==> src/rtl/seg_frame_sequencer.sv <==
// seg_frame_sequencer
//   Per-frame controller for the hand-segmentation pixel datapath. At each
//   frame_start it selects skin thresholding, background capture or
//   background-difference compare. It drives the write/read strobes and
//   addresses of the background luma memory and flags frames whose pixel
//   count is wrong.
//
// Ports
//   clk, rst            system clock, synchronous active-high reset
//   frame_start         one-cycle pulse ahead of a frame's first pixel
//   pix_valid           one active pixel presented this cycle
//   bg_diff_req         level: 1 = background-difference method, 0 = skin
//   recapture           one-cycle pulse: discard the stored background
//   seg_mode            00 idle, 01 skin, 10 capture, 11 compare
//   bg_we / bg_waddr    background memory write strobe / address
//   bg_re / bg_raddr    background memory read strobe / address
//   pix_valid_d         pix_valid delayed one cycle, aligned with strobes
//   bg_valid            a complete background frame is stored
//   frame_done          pulse after the last pixel of a frame is accepted
//   frame_err           sticky short/long frame flag
module seg_frame_sequencer #(
    parameter int unsigned H_ACTIVE = 160,
    parameter int unsigned V_ACTIVE = 120,
    parameter int unsigned ADDR_W   = 15
) (
    input  logic              clk,
    input  logic              rst,
    input  logic              frame_start,
    input  logic              pix_valid,
    input  logic              bg_diff_req,
    input  logic              recapture,
    output logic [1:0]        seg_mode,
    output logic              bg_we,
    output logic [ADDR_W-1:0] bg_waddr,
    output logic              bg_re,
    output logic [ADDR_W-1:0] bg_raddr,
    output logic              pix_valid_d,
    output logic              bg_valid,
    output logic              frame_done,
    output logic              frame_err
);

    localparam logic [1:0] ST_IDLE    = 2'b00;
    localparam logic [1:0] ST_SKIN    = 2'b01;
    localparam logic [1:0] ST_CAPTURE = 2'b10;
    localparam logic [1:0] ST_COMPARE = 2'b11;

    localparam int unsigned     CNT_W  = ADDR_W + 1;
    localparam logic [ADDR_W:0] N_C    = CNT_W'(H_ACTIVE * V_ACTIVE);
    localparam logic [ADDR_W:0] N_LAST = N_C - 1'b1;

    logic [1:0]        state_q,      state_d;
    logic [ADDR_W-1:0] pix_cnt_q,    pix_cnt_d;
    logic              bg_valid_q,   bg_valid_d;
    logic              frame_err_q,  frame_err_d;
    logic              frame_done_q, frame_done_d;
    logic              bg_we_q,      bg_we_d;
    logic              bg_re_q,      bg_re_d;
    logic [ADDR_W-1:0] bg_waddr_q,   bg_waddr_d;
    logic [ADDR_W-1:0] bg_raddr_q,   bg_raddr_d;
    logic              pv_dly_q,     pv_dly_d;

    // Events are applied in priority order on the *_d values: recapture first,
    // then the frame decision, then the pixel, so a pixel arriving with
    // frame_start is index 0 of the new frame.
    always_comb begin
        state_d      = state_q;
        pix_cnt_d    = pix_cnt_q;
        bg_valid_d   = bg_valid_q;
        frame_err_d  = frame_err_q;
        frame_done_d = 1'b0;
        bg_we_d      = 1'b0;
        bg_re_d      = 1'b0;
        bg_waddr_d   = bg_waddr_q;
        bg_raddr_d   = bg_raddr_q;
        pv_dly_d     = 1'b0;

        if (recapture) begin
            bg_valid_d  = 1'b0;
            frame_err_d = 1'b0;
            if (state_q == ST_CAPTURE || state_q == ST_COMPARE) begin
                state_d   = ST_IDLE;
                pix_cnt_d = '0;
            end
        end

        if (frame_start) begin
            // Short frame: previous frame started but never reached N pixels.
            if (state_d != ST_IDLE && pix_cnt_d != '0 && {1'b0, pix_cnt_d} < N_C)
                frame_err_d = 1'b1;
            if (!bg_diff_req)
                state_d = ST_SKIN;
            else if (bg_valid_d)
                state_d = ST_COMPARE;
            else
                state_d = ST_CAPTURE;
            pix_cnt_d = '0;
        end

        if (pix_valid && state_d != ST_IDLE) begin
            if ({1'b0, pix_cnt_d} < N_C) begin
                pv_dly_d = 1'b1;
                if (state_d == ST_CAPTURE) begin
                    bg_we_d    = 1'b1;
                    bg_waddr_d = pix_cnt_d;
                end
                if (state_d == ST_COMPARE) begin
                    bg_re_d    = 1'b1;
                    bg_raddr_d = pix_cnt_d;
                end
                if ({1'b0, pix_cnt_d} == N_LAST) begin
                    frame_done_d = 1'b1;
                    if (state_d == ST_CAPTURE)
                        bg_valid_d = 1'b1;
                end
                pix_cnt_d = pix_cnt_d + ADDR_W'(1);
            end else begin
                // Long frame: counter parks at N, the pixel is dropped.
                frame_err_d = 1'b1;
            end
        end
    end

    always_ff @(posedge clk) begin
        if (rst) begin
            state_q      <= ST_IDLE;
            pix_cnt_q    <= '0;
            bg_valid_q   <= 1'b0;
            frame_err_q  <= 1'b0;
            frame_done_q <= 1'b0;
            bg_we_q      <= 1'b0;
            bg_re_q      <= 1'b0;
            bg_waddr_q   <= '0;
            bg_raddr_q   <= '0;
            pv_dly_q     <= 1'b0;
        end else begin
            state_q      <= state_d;
            pix_cnt_q    <= pix_cnt_d;
            bg_valid_q   <= bg_valid_d;
            frame_err_q  <= frame_err_d;
            frame_done_q <= frame_done_d;
            bg_we_q      <= bg_we_d;
            bg_re_q      <= bg_re_d;
            bg_waddr_q   <= bg_waddr_d;
            bg_raddr_q   <= bg_raddr_d;
            pv_dly_q     <= pv_dly_d;
        end
    end

    assign seg_mode    = state_q;
    assign bg_we       = bg_we_q;
    assign bg_waddr    = bg_waddr_q;
    assign bg_re       = bg_re_q;
    assign bg_raddr    = bg_raddr_q;
    assign pix_valid_d = pv_dly_q;
    assign bg_valid    = bg_valid_q;
    assign frame_done  = frame_done_q;
    assign frame_err   = frame_err_q;

endmodule

==> config.mk <==
export PLATFORM = sky130hd
export DESIGN_NAME = seg_frame_sequencer
export DESIGN_NICKNAME = d
export VERILOG_FILES = /design/src/rtl/seg_frame_sequencer.sv
export SDC_FILE = /design/constraint.sdc
export NUM_CORES = 1
export LEC_CHECK = 0
export ABC_AREA = 1
export BUFFER_PORTS_ARGS = -buffer_cell sky130_fd_sc_hd__buf_4
export CAP_MARGIN = 0
export CORE_ASPECT_RATIO = 0.7
export CORE_UTILIZATION = 55
export CTS_CLUSTER_SIZE = 14
export DETAILED_ROUTE_END_ITERATION = 10
export HOLD_SLACK_MARGIN = 0.08
export PLACE_DENSITY = 0.85
export SETUP_SLACK_MARGIN = 0.3
export SLEW_MARGIN = 20
export SYNTH_ARGS = -nofsm -noshare
export SYNTH_HDL_FRONTEND = slang
export SYNTH_SLANG_ARGS = --single-unit
==> constraint.sdc <==
create_clock -name clk -period 2.43 [get_ports clk]
set_input_delay 0.1215 -clock clk [delete_from_list [all_inputs] [get_ports clk]]
set_output_delay 0.1215 -clock clk [all_outputs]
set_load 0.03 [all_outputs]
==> flow_summary.toml, run 1 <==
[worst_setup_path]
reg2regPathDepth = 9
slowest_stage = "nor3_4"
worstPathArrival_ns = 2.17
slowest_delay_ns = 0.52
crit_fanout = 16
endpoint_kind = "flop"
cp.required_ns = 2.67
cp-start-kind = "flop"
path_class = "reg2reg"
crit_chain = "nand2_4, buf_4, nand2_1, nand2_2, nand2_4, nand2_2, nor3_4, nand2_1, a21oi_1"

[timing]
slew-limit-headroom = 0.4713
worst_slack_ns = 0.4981
period_share = 0.7950
rsz0062_at_grt = "no"
skew_ns = 0.005064
maxSlewViolCount = 0
setup_viol = 0
fmax_mhz = 517.6
fin_tns_setup_ns = 0
min_period_ns = 1.932
hold_violations = 0
worstMarginPinSlew_ns = 0.7922

[power_and_ir_drop]
power_frac_comb = 0.125
seqPwrFrac = 0.563
ir_drop_uv = 348.3
clockPowerShare = 0.312
switching_share = 0.2761
p_per_area_mw_per_mm2 = 533.2
p_leak_nw = 1.339
internal-power_mw = 1.148
switching_power_mw = 0.4378

[yosys]
yosys_warnings = 0
synth_commonest_cells = "nand2_1 (67), nor2_1 (57), dfxtp_1 (53)"
synthDistinctLibCells = 26
synth.area.top_cells = "dfxtp_1 (42%), nand2_1 (10%), nand3_1 (9.2%), nor2_1 (8.5%), a21oi_1 (6.2%)"
synth_edf_count = 0
syn_nets = 363
synth_cells = 356
ys_seq_area_frac = 0.4223
syn_area_per_cell_um2 = 7.057
async_flop_share = 0
synthFlopType = "dfxtp_1"
syn-cell-area_mm2 = 0.002512
synth_seq_cells = 53
synth_top_area_frac = 0.4223
synthMostInstantiatedCell = "nand2_1"
synth_top_area_cell = "dfxtp_1"

[grt]
antenna_found_initial = 0
grt_util_all_layers = 0.2761
grt_pass1_wl_mm = 9.818
grt_pass1_vias = 2031
grt_overflow = 0
grt_max_degree = 31

[route]
wl_mm = 6.385
vias = 2486
final_antenna_net_count = 0
route.detailed.drc = 0
routedWlPerCell_um = 14.03
vias_per_cell = 5.464
drtIter0Drc = 201
first_pass_iters = 4

[cts]
ctsHtreeMaxLevel = 2
cts.sinks = 53
cts_tree = "done"
cts_buffers = 5
clk_latency_ns = 0.31
clk_pin_slew_ns = 0.09
clockBufferDepth = 2
postCtsHoldBufs = 0
cts-root-buf = "clkbuf_8"

[final_layout]
multi_input_area_mm2 = 0.001241
regArea_mm2 = 0.001061
nets = 406
layout-drive-gt1-share = 0.2075
fillerInstances = 394
area_growth_pct = 18.38
antennaDiodeCount = 0

[floorplan]
pin_count = 44
die_width_um = 82.78
rows = 20
dieArea_mm2 = 0.004846
core_area_mm2 = 0.004354
start_util = 0.5770
die_h_um = 58.55

[worst_hold_path]
whs_path_depth = 4
hold_class = "in2reg"

[status]
outcome = "finished, final reports clean"

[flow_run]
cap_violations = 0

[placement]
place_congestion = 0.9785
dpl_worst_slack_ns = 0.3869
hpwl_mm = 4.531
portBuffers = 43
## metal layers
layer	up-vias	track usage	share of wire
li1	1235	-	-
met1	1110	0.4105	0.48
met2	125	0.3864	0.41
met3	16	0.07287	0.097
met4	0	0.08621	0.020
met5	-	0	0
## power by group through the flow
stage | Combinational (mW) | Clock [mW] | Sequential [mW]
3_5_place_dp | 0.187 | 0 | 0.913
3_3_place_gp | 0.184 | 0 | 0.913
6_report | 0.198 | 0.495 | 0.893
2_1_floorplan | 0.119 | 0 | 0.937
4_1_cts | 0.187 | 0.506 | 0.892
5_1_grt | 0.217 | 0.538 | 0.896
## cell usage in the layout, fill, tap and decap left out, drive strengths merged
| master | count |
|---|---|
| nand2 | 78 |
| nor4 | 2 |
| nor3 | 5 |
| or2 | 1 |
| nand4 | 8 |
| inv | 38 |
| nor2 | 65 |
| nand3b | 1 |
| nand3 | 46 |
| dfxtp | 53 |
| a21oi | 32 |
| buf | 50 |
| o21ai | 12 |
| clkbuf | 6 |
| clkinvlp | 2 |
| ha | 1 |
## cells by family after synthesis
logic type / Yosys count / share of synthesized area
AOI/OAI and AO/OA: 44 / 0.08915
and+or+nand+nor: 205 / 0.3885
buffers and inverters: 53 / 0.09512
adders and majority gates: 1 / 0.004979
DFF: 53 / 0.4223
## through the flow
| stage | instances | hold slack [ns] | instance area (µm²) | util | total power, mW |
|---|---|---|---|---|---|
| final | 455 | 0.1635 | 2974 | 0.6830 | 1.586 |
| after global routing | 455 | 0.1843 | 2974 | 0.6830 | 1.650 |
| after CTS | 449 | 0.1558 | 2910 | 0.6684 | 1.585 |
| after detailed placement | 441 | 0.4540 | 2823 | 0.6483 | 1.099 |
| after global placement | 441 | 0.4519 | 2823 | 0.6483 | 1.096 |
| after floorplan | 356 | 0.3300 | 2512 | - | 1.056 |
## worst max-delay path, delay by kind of cell, from the launching register on
kind	cells	cell delay (ns)
AO/OA/AOI/OAI	1	0.17
AND/OR/NAND/NOR	7	1.11
flip-flops	1	0.43
buffers and inverters	1	0.15
## worst paths after layout
kind                                    end  slack (ns)        start
worst max-delay path            bg_waddr[1]        0.50  seg_mode[1]
worst min-delay path               bg_valid        0.16    recapture
worst max register to register  bg_waddr[1]        0.50  seg_mode[1]
worst min register to register  bg_raddr[4]        0.47  bg_raddr[4]
## cell type report
type | instances | area share
inverters | 38 | 0.04796
repair buffers | 50 | 0.1254
multi-input cells | 251 | 0.4173
clock inverters | 2 | 0.005048
clock buffers | 6 | 0.02440
flip-flops and latches | 53 | 0.3568
well taps | 55 | 0.02314
## registers in the layout, indices dropped and copies added, names as in the netlist
register and cells:
bg_raddr 15, bg_waddr 15, pix_cnt_q 15, seg_mode 2, bg_re 1, bg_valid 1, bg_we 1, frame_done 1
frame_err 1, pix_valid_d 1
## repair_timing
item                                    CTS  global route
hold endpoints to repair                  0             0
gates resized for setup                   0             4
endpoints found under the setup margin    0            19
setup buffers                             0             5
No activity file was read; power rests on OpenSTA's default activity.
==> run 2: changes to the inputs <==
- ABC_AREA: 1 -> 0
- clock period: 2.43 -> 1.8 ns (I/O delays scaled with it)
==> run 2 against run 1 <==
The run now ends with negative setup slack left. Register-to-register slack got worse by 0.58 ns. Clock skew rose by 0.0025 ns. Clock power rose by 33%. Sequential power rose by 32%. Global-route usage rose by 5.1 points. Total power rose by 32%. Cell count fell by 13%. Synthesized cell count fell by 28%. Highest routed layer unchanged.
==> flow_summary.toml, run 2 <==
[grt]
grt_overflow = 0
grt_max_degree = 26
grt_pass1_wl_mm = 11.11
grt_pass1_vias = 2265
grt_util_all_layers = 0.3276
antenna_found_initial = 0

[route]
vias_per_cell = 6.249
vias = 2487
final_antenna_net_count = 0
route.detailed.drc = 0
routedWlPerCell_um = 20.91
first_pass_iters = 5
wl_met2_mm = 3.776
wl_mm = 8.323
highest_layer = "met4"
wl_met3_um = 782
wl_met1_mm = 3.172
drtIter0Drc = 269

[yosys]
syn_nets = 263
async_flop_share = 0
synth_top_area_cell = "dfxtp_1"
synthDistinctLibCells = 44
synth_cells = 256
synth_top_area_frac = 0.4484
yosys_warnings = 0
synthFlopType = "dfxtp_1"
syn-cell-area_mm2 = 0.002366
synth_edf_count = 0
synth_seq_cells = 53
synth.area.top_cells = "dfxtp_1 (45%), mux2i_1 (14%), nand2_1 (8.4%), buf_6 (2.9%), nand3_1 (2.1%)"
syn_area_per_cell_um2 = 9.242
synth_commonest_cells = "dfxtp_1 (53), nand2_1 (53), mux2i_1 (33)"
ys_seq_area_frac = 0.4484

[cts]
ctsHtreeMaxLevel = 2
cts_tree = "done"
clk_pin_slew_ns = 0.09
clockBufferDepth = 2
clk_latency_ns = 0.31
cts-root-buf = "clkbuf_8"
cts.sinks = 53
cts_buffers = 5

[timing]
hold_violations = 0
maxSlewViolCount = 0
fin_tns_setup_ns = -1.347
worst_slack_ns = -0.08207
skew_ns = 0.007569
min_period_ns = 1.882
rsz0062_at_grt = "yes"
period_share = 1.046
fmax_mhz = 531.3
worstMarginPinSlew_ns = 0.6224
setup_viol = 35
slew-limit-headroom = 0.5816

[worst_setup_path]
reg2regPathDepth = 7
crit_fanout = 7
cp-start-kind = "flop"
cp.required_ns = 2.00
endpoint_kind = "flop"
path_class = "reg2reg"
worstPathArrival_ns = 2.08

[floorplan]
pin_count = 44
start_util = 0.5889
die_h_um = 56.88
core_area_mm2 = 0.004018
dieArea_mm2 = 0.004572
die_width_um = 80.40
rows = 19

[status]
outcome = "complete, but fails checks"
failed_checks = "negative setup slack"

[final_layout]
fin_area_mm2 = 0.003480
instances_no_fill = 398
layout_commonest_cell = "buf_4"
layout-drive-gt1-share = 0.4277
area_growth_pct = 47.07
antennaDiodeCount = 0
nets = 352
final_cell_mix = "buf_4 (76), nand2_1 (51), dfxtp_1 (48)"

[power_and_ir_drop]
p_per_area_mw_per_mm2 = 602.5
switching_power_mw = 0.5266
ir_drop_uv = 489.4
p_leak_nw = 1.527
internal-power_mw = 1.570
power_frac_comb = 0.120
switching_share = 0.2512
seqPwrFrac = 0.565
clockPowerShare = 0.315

[placement]
post-place-cells = 372
placed_area_mm2 = 0.002997
portBuffers = 43
hpwl_mm = 4.085
place_congestion = 0.9150

[flow_run]
cap_violations = 0

[worst_hold_path]
hold_class = "in2reg"
whs_path_depth = 3
-- run 2: changes by cell type after synthesis, sizes merged, moves of 5 or more --
cell,delta
a21oi,-24
mux2i,+33
nand4,-7
or3,+5
inv,-32
o21ai,-5
nor2,-51
and2,+5
or4,+5
nand2,-25
nand3,-36
-- run 2: layout make-up --
type                            instances  area, µm²
Fill cell                             183      538.0
Tap cell                               52      65.06
Sequential cell                        53       1070
Inverter                                6      22.52
Clock buffer                            8      80.08
Timing Repair Buffer                   99      840.8
Multi-Input combinational cell        180       1401
-- run 2: final timing paths --
path / endpoint / from / slack, ns
worst max-delay path: bg_waddr[11] / seg_mode[1] / -0.08
worst min-delay path: bg_valid / recapture / 0.17
worst max register to register: bg_waddr[11] / seg_mode[1] / -0.08
worst min register to register: bg_raddr[6] / bg_raddr[6] / 0.47
-- run 2: per-layer routing --
metal	vias to the layer above	global-route usage
li1	1085	-
met1	1153	0.4126
met2	184	0.5182
met3	65	0.07480
met4	0	0.1760
met5	-	0
-- run 2: critical path: stages (launching register included) --
cell     delay (ns)
dfxtp_4        0.38
buf_6          0.10
buf_4          0.10
nor3b_1        0.27
a21oi_1        0.15
or3b_4         0.48
buf_8          0.17
mux2i_1        0.12
-- run 2: stage by stage --
| stage | hold slack, ns | util | worst slack, ns | power [mW] |
|---|---|---|---|---|
| 6_report | 0.1720 | 0.8661 | -0.08207 | 2.096 |
| 4_1_cts | 0.1350 | 0.8293 | 0.04341 | 2.054 |
| 5_1_grt | 0.1588 | 0.8661 | -0.1886 | 2.157 |
| 3_3_place_gp | 0.3821 | 0.7459 | 0.001327 | 1.389 |
| 2_1_floorplan | 0.2594 | - | -0.3111 | 1.325 |
| 3_5_place_dp | 0.3850 | 0.7459 | -0.06669 | 1.391 |
-- run 2: logic make-up after synthesis --
| family | after synthesis | synth area share |
|---|---|---|
| compound gates | 35 | 0.1179 |
| xor+xnor | 1 | 0.003702 |
| fa+ha+maj | 1 | 0.005287 |
| buf+inv | 23 | 0.06081 |
| flops | 53 | 0.4484 |
| mux | 33 | 0.1396 |
| simple gates | 110 | 0.2242 |
-- run 2: power by group through the flow --
stage / Clock, mW / Sequential [mW] / Combinational, mW
floorplan: 0 / 1.22 / 0.105
finish: 0.660 / 1.18 / 0.252
detailed placement: 0 / 1.21 / 0.180
global route: 0.710 / 1.18 / 0.262
global placement: 0 / 1.21 / 0.178
CTS: 0.650 / 1.18 / 0.221
-- run 2: what timing repair did --
item / in CTS / in global routing
hold buffers: 1 / 0
endpoints found under the setup margin: 49 / 51
hold endpoints to repair: 1 / 0
setup buffers: 11 / 6
gates resized for setup: 43 / 23
pin swaps: 21 / 17
